<file path="src/rtl/sched_pkg.sv">
// Shared types and widths for the Vertex PE scheduler: state encoding plus the
// feature-vector / node-id sizing macros used across the PE datapath.
`ifndef FV_size
`define FV_size 16
`endif
`ifndef Max_Node_id
`define Max_Node_id 64
`endif
`ifndef Mult_per_PE
`define Mult_per_PE 2
`endif

package sched_pkg;
  localparam int FV_W = `FV_size;
  localparam int ID_W = $clog2(`Max_Node_id);

  typedef enum logic [1:0] {
    IDLE  = 2'd0,
    RUN   = 2'd1,
    DRAIN = 2'd2
  } sched_state_t;
endpackage

</file>
<file path="src/rtl/sched_result_fifo.sv">
// Result buffer between the PE output and the consumer; holds value + node id.
// DEPTH must be a power of two so the pointers wrap naturally.
module sched_result_fifo
  import sched_pkg::*;
#(
  parameter int DEPTH = 4
) (
  input  logic                     clk,
  input  logic                     reset,
  input  logic                     push,
  input  logic [FV_W-1:0]          push_data,
  input  logic [ID_W-1:0]          push_id,
  input  logic                     pop,
  output logic [FV_W-1:0]          pop_data,
  output logic [ID_W-1:0]          pop_id,
  output logic                     full,
  output logic                     empty,
  output logic [$clog2(DEPTH):0]   count
);
  localparam int AW = (DEPTH > 1) ? $clog2(DEPTH) : 1;
  localparam int CW = $clog2(DEPTH) + 1;

  logic [FV_W+ID_W-1:0] mem [DEPTH];
  logic [AW-1:0]        wr_ptr;
  logic [AW-1:0]        rd_ptr;
  logic                 do_push;
  logic                 do_pop;

  assign empty   = (count == '0);
  assign full    = (count == CW'(DEPTH));
  assign do_pop  = pop && !empty;
  assign do_push = push && (!full || do_pop);

  // Head is forced to zero when empty so nothing stale is visible on the outputs.
  assign {pop_data, pop_id} = empty ? '0 : mem[rd_ptr];

  always_ff @(posedge clk or negedge reset) begin
    if (!reset) begin
      wr_ptr <= '0;
      rd_ptr <= '0;
      count  <= '0;
    end else begin
      if (do_push) wr_ptr <= wr_ptr + 1'b1;
      if (do_pop)  rd_ptr <= rd_ptr + 1'b1;
      case ({do_push, do_pop})
        2'b10:   count <= count + 1'b1;
        2'b01:   count <= count - 1'b1;
        default: count <= count;
      endcase
    end
  end

  always_ff @(posedge clk) begin
    if (do_push) mem[wr_ptr] <= {push_data, push_id};
  end
endmodule

</file>
<file path="src/rtl/vertex_pe_scheduler.sv">
// Round-robin front end for one shared Vertex PE: arbitrates requesters, drives
// registered PE operands and buffers PE results for a ready/valid consumer.
module vertex_pe_scheduler
  import sched_pkg::*;
#(
  parameter int NUM_REQ     = 4,
  parameter int OFIFO_DEPTH = 4
) (
  input  logic                      clk,
  input  logic                      reset,
  input  logic                      sched_en,
  input  logic                      cfg_we,
  input  logic [FV_W-1:0]           cfg_weight_0,
  input  logic [FV_W-1:0]           cfg_weight_1,
  output logic                      cfg_err,
  input  logic [NUM_REQ-1:0]        req_valid,
  input  logic [NUM_REQ*FV_W-1:0]   req_fv_0,
  input  logic [NUM_REQ*FV_W-1:0]   req_fv_1,
  input  logic [NUM_REQ*ID_W-1:0]   req_node_id,
  output logic [NUM_REQ-1:0]        req_ready,
  output logic [FV_W-1:0]           pe_fv_0,
  output logic [FV_W-1:0]           pe_fv_1,
  output logic [FV_W-1:0]           pe_weight_0,
  output logic [FV_W-1:0]           pe_weight_1,
  output logic [ID_W-1:0]           pe_node_id,
  input  logic [FV_W-1:0]           pe_vertex_out,
  input  logic [ID_W-1:0]           pe_node_id_out,
  output logic                      out_valid,
  input  logic                      out_ready,
  output logic [FV_W-1:0]           out_data,
  output logic [ID_W-1:0]           out_node_id,
  output logic                      busy
);
  localparam int RR_W = (NUM_REQ > 1) ? $clog2(NUM_REQ) : 1;

  sched_state_t                  state;
  sched_state_t                  state_nxt;
  logic                          run_st;
  logic [RR_W-1:0]               rr_ptr;
  logic [RR_W-1:0]               grant_idx;
  logic                          grant_found;
  logic                          issue_ok;
  logic                          issue;
  logic                          vld_p1;
  logic [FV_W-1:0]               weight_0;
  logic [FV_W-1:0]               weight_1;
  logic                          fifo_full;
  logic                          fifo_empty;
  logic [$clog2(OFIFO_DEPTH):0]  fifo_count;

  always_ff @(posedge clk or negedge reset) begin
    if (!reset) state <= IDLE;
    else        state <= state_nxt;
  end

  always_comb begin
    state_nxt = state;
    case (state)
      IDLE:    if (sched_en) state_nxt = RUN;
      RUN:     if (!sched_en) state_nxt = DRAIN;
      DRAIN: begin
        if (sched_en)                     state_nxt = RUN;
        else if (!vld_p1 && fifo_empty)   state_nxt = IDLE;
      end
      default: state_nxt = IDLE;
    endcase
  end

  always_comb begin
    busy   = (state != IDLE);
    run_st = (state == RUN);
  end

  always_comb begin
    grant_found = 1'b0;
    grant_idx   = '0;
    for (int k = 0; k < NUM_REQ; k++) begin
      int idx;
      idx = int'(rr_ptr) + k;
      if (idx >= NUM_REQ) idx = idx - NUM_REQ;
      if (!grant_found && req_valid[idx]) begin
        grant_found = 1'b1;
        grant_idx   = RR_W'(idx);
      end
    end
  end

  // The PE cannot stall, so every issue must already own a FIFO slot.
  assign issue_ok = run_st && !fifo_full &&
                    ((int'(fifo_count) + int'(vld_p1)) < OFIFO_DEPTH);
  assign issue    = issue_ok && grant_found;

  always_comb begin
    req_ready = '0;
    if (issue) req_ready[grant_idx] = 1'b1;
  end

  always_ff @(posedge clk or negedge reset) begin
    if (!reset) begin
      weight_0 <= '0;
      weight_1 <= '0;
      cfg_err  <= 1'b0;
    end else begin
      cfg_err <= cfg_we && (state != IDLE);
      if (cfg_we && (state == IDLE)) begin
        weight_0 <= cfg_weight_0;
        weight_1 <= cfg_weight_1;
      end
    end
  end

  // Stage p0 -> p1: grant edge registers operands onto the PE
  always_ff @(posedge clk or negedge reset) begin
    if (!reset) begin
      rr_ptr      <= '0;
      vld_p1      <= 1'b0;
      pe_fv_0     <= '0;
      pe_fv_1     <= '0;
      pe_weight_0 <= '0;
      pe_weight_1 <= '0;
      pe_node_id  <= '0;
    end else begin
      vld_p1 <= issue;
      if (issue) begin
        rr_ptr      <= (grant_idx == RR_W'(NUM_REQ - 1)) ? '0 : grant_idx + 1'b1;
        pe_fv_0     <= req_fv_0[int'(grant_idx)*FV_W +: FV_W];
        pe_fv_1     <= req_fv_1[int'(grant_idx)*FV_W +: FV_W];
        pe_weight_0 <= weight_0;
        pe_weight_1 <= weight_1;
        pe_node_id  <= req_node_id[int'(grant_idx)*ID_W +: ID_W];
      end
    end
  end

  // Stage p1 -> FIFO: PE result captured one edge after issue
  sched_result_fifo #(
    .DEPTH (OFIFO_DEPTH)
  ) u_fifo (
    .clk       (clk),
    .reset     (reset),
    .push      (vld_p1),
    .push_data (pe_vertex_out),
    .push_id   (pe_node_id_out),
    .pop       (out_valid && out_ready),
    .pop_data  (out_data),
    .pop_id    (out_node_id),
    .full      (fifo_full),
    .empty     (fifo_empty),
    .count     (fifo_count)
  );

  assign out_valid = !fifo_empty;
endmodule

</file>
<file path="config.mk">
export PLATFORM = sky130hd
export DESIGN_NAME = vertex_pe_scheduler
export DESIGN_NICKNAME = d
export VERILOG_FILES = /design/src/rtl/sched_pkg.sv /design/src/rtl/sched_result_fifo.sv /design/src/rtl/vertex_pe_scheduler.sv
export SDC_FILE = /design/constraint.sdc
export NUM_CORES = 1
export LEC_CHECK = 0
export BUFFER_PORTS_ARGS = -buffer_cell sky130_fd_sc_hd__buf_2
export CORE_UTILIZATION = 57
export CTS_BUF_LIST = sky130_fd_sc_hd__clkbuf_8
export CTS_CLUSTER_DIAMETER = 60
export DETAILED_ROUTE_END_ITERATION = 12
export PLACE_DENSITY = 0.95
export SYNTH_ARGS = -nofsm -noshare
export SYNTH_HDL_FRONTEND = slang
export SYNTH_SLANG_ARGS = --single-unit
</file>
<file path="constraint.sdc">
create_clock -name clk -period 4 [get_ports clk]
set_clock_uncertainty 0.1 [all_clocks]
set_input_delay 0.2 -clock clk [delete_from_list [all_inputs] [get_ports clk]]
set_output_delay 0.2 -clock clk [all_outputs]
set_load 0.05 [all_outputs]
</file>
==> flow_summary.ini, run 1 <==
[synthesis]
yosysWarnings = 0
synthCells = 876
syn_area_um2 = 10100
synth.distinct_cells = 43
yosys_most_used_dff = dfrtp_1
ys_seq_area_frac = 0.548
ys_seq_elements = 203
synth.avg_cell_area_um2 = 11.5
async_reset_ff_frac = 0.567
syn_nets = 1101
synth_edf_count = 88

[hold_path]
holdPathStages = 3
hold_class = in -> reg

[cells_and_area]
fill_cells = 1041
multi_input_area_um2 = 4030
drive_gt1_frac = 0.373
layout.nets = 1484
fin_cells = 1515
area_growth_syn_to_layout_pct = 32.5
seq_area_um2 = 5520
fin_util = 0.771

[timing]
fin_crit_ns = 3.45
slew_violations = 0
slew_headroom = 0.195
max_freq_mhz = 290
finalSetupViolCount = 0
min_period_over_period = 0.862
rsz0062_at_grt = no
hold_viol_final = 0
worstMarginPinSlew_ns = 1.21
fin_tns_setup_ns = 0

[clock_tree]
clk_path_buf_depth = 3
cts_sinks = 203
clkSlewWorstSetupHoldPaths_ns = 0.06
h-tree-depth = 2
numCtsBuffers = 34
root_buffer = clkbuf_8
cts_tree = built
clk_latency_ns = 0.51

[job]
maxCapViolations = 0

[drt]
vias_per_cell = 6.12
via_count = 9268
wl_um = 33900
drt_first_iter_violations = 829
dr.pass1.iters = 5
ant_nets = 0
wire_per_inst_um = 22.4
drc = 0

[setup_path]
critPathMaxFanout = 40
cp-startpoint = rr_ptr[1]$_DFFE_PN0P_
endpoint_kind = register
r2r-start = rr_ptr[1]$_DFFE_PN0P_
path_class = reg -> reg
worstSetupEndpoint = pe_fv_0[12]$_DFFE_PN0P_
crit_arrival_ns = 3.78
r2r_cells = 8
crit_path_start_kind = register
cp.required_ns = 4.34
ff2ff_setup_slack_ns = 0.55
reg2reg_to = pe_fv_0[12]$_DFFE_PN0P_

[place]
place_inst = 1351
io_buffer_count = 313
globalplace.congestion = 0.969
dp_hpwl_um = 20100

[pwr]
p_leak_nw = 5.88
fin_total_pwr_mw = 9.80
power_density_nw_per_um2 = 734
ir_worst_vdd_v = 0.000587

[floorplan]
initial_core_util = 0.582
coreArea_um2 = 17300
rows = 48
ios = 314
die_height_um = 135
die_area_um2 = 18200
die_w_um = 135

[grt]
grt_overflow_total = 0
antenna_found_initial = 7
grt_start_max_net_pins = 77
grt_pass1_vias = 9426
grt_pass1_wl_um = 51100
grtUsageTotal = 0.372

[run_status]
status = finished, final reports clean
==> state kept, by name, summed over array words and instances, names as in the netlist, 3 cells and up <==
name / flops
u_fifo.mem: 88
pe_fv_0: 16
pe_fv_1: 16
pe_weight_0: 16
pe_weight_1: 16
weight_0: 16
weight_1: 16
pe_node_id: 6
u_fifo.count: 3
==> cells in the mapped netlist, types with 2 or more instances <==
library cell / number / area [um2]
nand2b_1: 5 / 31.3
xnor2_1: 4 / 35.0
dfrtp_1: 115 / 2880
a2111oi_2: 36 / 541
clkbuf_1: 42 / 158
ha_1: 9 / 113
inv_2: 2 / 7.51
buf_2: 24 / 120
xor2_1: 2 / 17.5
nor2b_1: 2 / 12.5
nor3_2: 2 / 20.0
mux2i_1: 39 / 390
a21oi_1: 3 / 15.0
inv_1: 48 / 180
nor4_1: 76 / 475
buf_4: 6 / 45.0
nor2_1: 42 / 158
and2_1: 34 / 213
nand2_1: 102 / 383
mux2_2: 32 / 360
buf_6: 2 / 22.5
nor3_1: 37 / 185
buf_1: 6 / 22.5
nand3_1: 39 / 195
o21ai_0: 41 / 205
edfxtp_1: 88 / 2640
mux4_2: 22 / 495
==> per-layer routing <==
layer	vias up	global-route usage	part of all wire
li1	3957	-	-
met1	4453	0.438	0.34
met2	675	0.623	0.50
met3	183	0.0807	0.086
met4	0	0.236	0.065
met5	-	0	0
==> worst max-delay path, cell delays in order (launching register included) <==
cell and delay (ns):
dfrtp_1 0.42, and2_1 0.19, o211a_1 0.93, nor2_1 0.20, inv_1 0.20, nor3_4 0.06, buf_4 0.23, a2111oi_0 0.41
dlygate4sd3_1 0.62
==> logic make-up after synthesis <==
group | share of synthesized area
AND/OR/NAND/NOR | 0.170
flip-flops | 0.548
buffers and inverters | 0.0552
multiplexers | 0.124
AO/OA/AOI/OAI | 0.0840
adder cells (fa/ha/maj) | 0.0132
XOR/XNOR | 0.00522
==> area by class of cell <==
| cell class | instances | area share |
|---|---|---|
| flip-flops and latches | 203 | 0.414 |
| multi-input cells | 543 | 0.302 |
| clock inverters | 22 | 0.00741 |
| well taps | 225 | 0.0211 |
| repair buffers | 427 | 0.201 |
| diodes | 7 | 0.00131 |
| clock buffers | 38 | 0.0392 |
| inverters | 50 | 0.0141 |
==> worst min-delay path by stage <==
stage,from,end,slack (ns)
detailed placement,reset,pe_weight_1[7]$_DFFE_PN0P_,0.12
CTS,req_node_id[5],pe_node_id[5]$_DFFE_PN0P_,0.02
global placement,reset,weight_1[7]$_DFFE_PN0P_,0.12
floorplan,reset,cfg_err$_DFF_PN0_,-0.20
global route,req_fv_0[1],pe_fv_0[1]$_DFFE_PN0P_,0.04
finish,req_fv_0[7],pe_fv_0[7]$_DFFE_PN0P_,0.04
==> power breakdown <==
| part | switching [mW] | internal [mW] | total, mW | leakage (nW) |
|---|---|---|---|---|
| Combinational | 3.44 | 1.42 | 4.85 | 3.36 |
| Clock | 0.878 | 0.878 | 1.76 | 0.376 |
| Sequential | 0.446 | 2.74 | 3.19 | 2.14 |
==> repair_timing <==
item,4_1_cts,5_1_grt
hold buffers,97,0
setup endpoints to repair,0,0
hold endpoints to repair,205,0
gates resized for setup,0,0
buffers inserted,0,0
==> per-stage QoR <==
| step | hold slack (ns) | setup WS (ns) | area, um2 |
|---|---|---|---|
| 4_1_cts | 0.0167 | 0.655 | 13300 |
| 2_1_floorplan | -0.196 | 1.72 | 10100 |
| 3_3_place_gp | 0.125 | 1.22 | 11700 |
| 3_5_place_dp | 0.125 | 1.05 | 11700 |
| 5_1_grt | 0.0415 | 0.306 | 13300 |
| 6_report | 0.0385 | 0.553 | 13300 |
==> cell usage in the layout (no fill, tap or decap), types with 5 or more instances in the layout <==
master / Yosys / routed
inv_1: 48 / 62
nand2b_1: 5 / 5
buf_4: 6 / 17
nor3_1: 37 / 37
diode_2: 0 / 7
dfrtp_1: 115 / 115
o21ai_0: 41 / 41
a2111oi_2: 36 / 36
clkinv_2: 0 / 6
ha_1: 9 / 9
clkbuf_8: 0 / 38
nor4_1: 76 / 76
nand2_1: 102 / 102
edfxtp_1: 88 / 88
dlygate4sd3_1: 0 / 97
mux2i_1: 39 / 39
mux4_2: 22 / 22
mux2_2: 32 / 32
nand3_1: 39 / 39
nor2_1: 42 / 41
and2_1: 34 / 34
buf_2: 24 / 312
Note: power is estimated with default switching activity, not from simulation.
==> run 2, diff against run 1 <==
--- a/config.mk
+++ b/config.mk
@@ -6,11 +6,13 @@
 export NUM_CORES = 1
 export LEC_CHECK = 0
 export BUFFER_PORTS_ARGS = -buffer_cell sky130_fd_sc_hd__buf_2
-export CORE_UTILIZATION = 57
+export CAP_MARGIN = 20
+export CORE_UTILIZATION = 30
 export CTS_BUF_LIST = sky130_fd_sc_hd__clkbuf_8
 export CTS_CLUSTER_DIAMETER = 60
+export CTS_CLUSTER_SIZE = 12
 export DETAILED_ROUTE_END_ITERATION = 12
-export PLACE_DENSITY = 0.95
+export PLACE_DENSITY = 0.6
 export SYNTH_ARGS = -nofsm -noshare
 export SYNTH_HDL_FRONTEND = slang
 export SYNTH_SLANG_ARGS = --single-unit
==> flow_summary.ini, run 2 (synthesized netlist as in run 1, its figures left out) <==
[place]
dp_hpwl_um = 20400
placed_area_um2 = 12100
globalplace.congestion = 0.852
io_buffer_count = 313

[clock_tree]
post_cts_resized = 0
clkSlewWorstSetupHoldPaths_ns = 0.09
cts_tree = built
cts_sinks = 203
h-tree-depth = 1
clk_path_buf_depth = 3
clk_latency_ns = 0.57
numCtsBuffers = 24
root_buffer = clkbuf_8

[grt]
grt_overflow_total = 0
grt_start_max_net_pins = 116
grt_pass1_wl_um = 47600
grt_pass1_vias = 8704
grtUsageTotal = 0.180
antenna_found_initial = 8

[floorplan]
ios = 314
die_w_um = 185
initial_core_util = 0.307
die_height_um = 185
rows = 66
die_area_um2 = 34300
coreArea_um2 = 32800

[timing]
max_freq_mhz = 299
holdWs_ns = 0.149
finalSetupViolCount = 0
slew_violations = 0
rsz0062_at_grt = no
slew_headroom = 0.301
worstMarginPinSlew_ns = 1.05
min_period_over_period = 0.837
fin_tns_setup_ns = 0
hold_viol_final = 0
fin_crit_ns = 3.35

[setup_path]
critPathMaxFanout = 21
crit_path_start_kind = register
cp.required_ns = 4.41
endpoint_kind = register
reg2reg_to = pe_fv_1[11]$_DFFE_PN0P_
r2r_cells = 8
path_class = reg -> reg
r2r-start = rr_ptr[1]$_DFFE_PN0P_
ff2ff_setup_slack_ns = 0.65
crit_arrival_ns = 3.75

[drt]
drt_first_iter_violations = 423
wire_per_inst_um = 18.0
drc = 0
wl_um = 31700
vias_per_cell = 4.93
ant_nets = 0
via_count = 8674
dr.pass1.iters = 5

[cells_and_area]
seq_area_um2 = 5520
drive_gt1_frac = 0.363
final_common_cell = buf_2
fill_cells = 3137
finalInstanceArea_um2 = 14000
multi_input_area_um2 = 4040
area_growth_syn_to_layout_pct = 39.1
registers.top_by_ff_count = u_fifo.mem
layout_common_cells = buf_2 (312), dlygate4sd3_1 (134), dfrtp_1 (115)
largest_register_ff_count = 88
fin_util = 0.427
layout.nets = 1518

[hold_path]
hold_class = in -> async

[pwr]
ir_worst_vdd_v = 0.000358
power_density_nw_per_um2 = 710
p_leak_nw = 6.00

[run_status]
status = finished, final reports clean

[job]
maxCapViolations = 0
==> run 2: repair_timing <==
action / in CTS / in global routing
hold endpoints to repair: 278 / 0
hold buffers: 134 / 0
setup buffers: 0 / 0
==> run 2: per-stage QoR <==
step	std cells	power (mW)	worst slack, ns
2_1_floorplan	876	6.61	1.72
3_3_place_gp	1574	7.83	1.29
3_5_place_dp	1574	7.87	1.23
4_1_cts	1751	9.99	0.667
5_1_grt	1754	10.5	0.451
6_report	1760	9.94	0.654
==> run 2: worst max path at each step <==
| stage | depth (start not counted) | endpoint | slack (ns) | startpoint |
|---|---|---|---|---|
| 3_5_place_dp | 6 | pe_node_id[1]$_DFFE_PN0P_ | 1.23 | rr_ptr[1]$_DFFE_PN0P_ |
| 2_1_floorplan | 7 | req_ready[0] | 1.72 | state[1]$_DFFE_PN0P_ |
| 6_report | 8 | pe_fv_1[11]$_DFFE_PN0P_ | 0.65 | rr_ptr[1]$_DFFE_PN0P_ |
| 4_1_cts | 6 | req_ready[1] | 0.67 | state[0]$_DFFE_PN0P_ |
| 3_3_place_gp | 6 | pe_fv_1[6]$_DFFE_PN0P_ | 1.29 | rr_ptr[1]$_DFFE_PN0P_ |
| 5_1_grt | 8 | pe_fv_1[11]$_DFFE_PN0P_ | 0.45 | rr_ptr[1]$_DFFE_PN0P_ |
==> run 2: area by class of cell <==
class / instances / area share
antenna: 8 / 0.00143
clock buffer: 26 / 0.0256
clock inverter: 17 / 0.0143
inverter: 50 / 0.0134
multi-input combinational: 543 / 0.289
sequential: 203 / 0.394
tap: 442 / 0.0395
timing repair buffer: 471 / 0.223
==> run 2: power by group <==
group,internal (mW),switching [mW],total (mW)
sequential,2.73,0.325,3.06
clock,0.878,0.821,1.70
combinational,1.73,3.46,5.19
==> run 2: critical path, stage by stage (launching register included) <==
cell           delay, ns
dfrtp_1             0.44
nand2b_1            0.16
a21oi_1             0.31
nor3_2              0.12
inv_2               0.49
buf_4               0.48
mux2i_1             0.16
a2111oi_2           0.39
dlygate4sd3_1       0.63
==> run 2: per-layer routing <==
metal / routed length (um) / vias up / GRT usage
met3: 2490 / 98 / 0.0464
met5: 35 / - / 0
met4: 1360 / 6 / 0.0800
li1: - / 4022 / -
met2: 14400 / 371 / 0.284
met1: 13500 / 4177 / 0.231
==> run 3, diff against run 2 <==
==> constraint.sdc (replaced) <==
create_clock -name clk -period 3.1 [get_ports clk]
set_clock_uncertainty 0.1 [all_clocks]
set_input_delay 0.155 -clock clk [delete_from_list [all_inputs] [get_ports clk]]
set_output_delay 0.155 -clock clk [all_outputs]
set_load 0.05 [all_outputs]
==> flow_summary.ini, run 3 (synthesized netlist as in run 1, its figures left out) <==
[setup_path]
path_class = reg -> reg
crit_buf_inv = 4
crit_arrival_ns = 3.35
r2r-start = state[1]$_DFFE_PN0P_
max_stage_delay_ns = 0.61
critPathMaxFanout = 36
worst_path_max_delay_cell = dlygate4sd3_1
cp.required_ns = 3.49
reg2reg_to = pe_node_id[5]$_DFFE_PN0P_
ff2ff_setup_slack_ns = 0.14
path_delay_family = buffers and inverters
crit_path_start_kind = register
path_cells = or3b_4 > or3_4 > buf_16 > inv_4 > buf_12 > nor2_1 > a2111oi_2 > dlygate4sd3_1
endpoint_kind = register
r2r_cells = 8

[cells_and_area]
largest_register_ff_count = 88
final_common_cell = buf_2
registers.top_by_ff_count = u_fifo.mem
drive_gt1_frac = 0.368
finalInstanceArea_um2 = 14100
layout.nets = 1529
area_growth_syn_to_layout_pct = 40.0
layout_common_cells = buf_2 (311), dlygate4sd3_1 (136), dfrtp_1 (115)
fin_util = 0.430

[clock_tree]
clkSlewWorstSetupHoldPaths_ns = 0.08
root_buffer = clkbuf_8
cts_sinks = 203
cts_tree = built
h-tree-depth = 1
clk_path_buf_depth = 3
clk_latency_ns = 0.56
numCtsBuffers = 26
cts_setup_buffers = 0

[grt]
grtUsageTotal = 0.180
grt_pass1_vias = 8683
antenna_found_initial = 3
grt_overflow_total = 0
grt_pass1_wl_um = 48100
grt_start_max_net_pins = 77

[timing]
slew_headroom = 0.401
fin_crit_ns = 2.96
fin_tns_setup_ns = 0
worstMarginPinSlew_ns = 0.896
holdWs_ns = 0.104
rsz0062_at_grt = no
finalSetupViolCount = 0
max_freq_mhz = 337
slew_violations = 0
min_period_over_period = 0.956
hold_viol_final = 0

[place]
placed_area_um2 = 12200
io_buffer_count = 313
globalplace.congestion = 0.836
dp_hpwl_um = 20500

[drt]
wl_um = 32300
via_count = 8692
drt_first_iter_violations = 409
drc = 0
wire_per_inst_um = 18.3
dr.pass1.iters = 6
vias_per_cell = 4.92
ant_nets = 0

[hold_path]
hold_class = in -> async

[pwr]
p_leak_nw = 6.05
fin_total_pwr_mw = 12.5
power_density_nw_per_um2 = 886
ir_worst_vdd_v = 0.000606

[floorplan]
die_height_um = 185
die_w_um = 185
initial_core_util = 0.307
rows = 66
ios = 314
coreArea_um2 = 32800
die_area_um2 = 34300

[job]
maxCapViolations = 0

[run_status]
status = finished, final reports clean
## run 3: timing repair
item	in CTS	in global routing
cloned	0	1
resized for setup	8	3
hold endpoints to repair	217	0
hold buffers	136	0
setup endpoints to repair	4	20
## run 3: worst reg2reg max path, cell delays in order, from the launching register on
cell and delay, ns:
dfrtp_1 0.42, or3b_4 0.39, or3_4 0.41, buf_16 0.22
inv_4 0.17, buf_12 0.22, nor2_1 0.11, a2111oi_2 0.25
dlygate4sd3_1 0.61
## run 3: layout make-up
| type | count | area (um2) |
|---|---|---|
| diodes | 4 | 10.0 |
| clock buffers | 26 | 358 |
| clock inverters | 20 | 133 |
| fillers | 3120 | 18700 |
| inverters | 50 | 190 |
| multi-input cells | 543 | 4050 |
| flip-flops and latches | 203 | 5520 |
| well taps | 442 | 553 |
| repair buffers | 480 | 3270 |
## run 3: power by group
group	internal, mW	switching (mW)	total (mW)	leakage (nW)
logic	2.13	4.52	6.65	3.63
clock network	0.830	1.11	1.94	0.274
registers	3.53	0.369	3.90	2.14
## run 3: per-stage QoR
step / cells / setup slack, ns
final: 1768 / 0.136
after global routing: 1765 / 0.0337
after CTS: 1763 / 0.0350
after detailed placement: 1581 / 0.215
after global placement: 1580 / 0.0282
after floorplan: 876 / 0.861
## run 3: per-layer routing
| metal | vias up | track usage | share of wire |
|---|---|---|---|
| met5 | - | 0 | 0.00025 |
| met4 | 2 | 0.0539 | 0.023 |
| met3 | 57 | 0.0413 | 0.074 |
| met2 | 349 | 0.293 | 0.47 |
| met1 | 4237 | 0.238 | 0.43 |
| li1 | 4047 | - | - |
## run 3: worst max-delay path by stage
stage,start,endpoint,depth (start not counted)
6_report,state[1]$_DFFE_PN0P_,pe_node_id[5]$_DFFE_PN0P_,8
3_5_place_dp,state[1]$_DFFE_PN0P_,pe_fv_0[12]$_DFFE_PN0P_,7
5_1_grt,rr_ptr[1]$_DFFE_PN0P_,req_ready[2],9
4_1_cts,rr_ptr[1]$_DFFE_PN0P_,req_ready[2],9
2_1_floorplan,state[1]$_DFFE_PN0P_,req_ready[0],7
3_3_place_gp,state[1]$_DFFE_PN0P_,pe_fv_0[11]$_DFFE_PN0P_,5
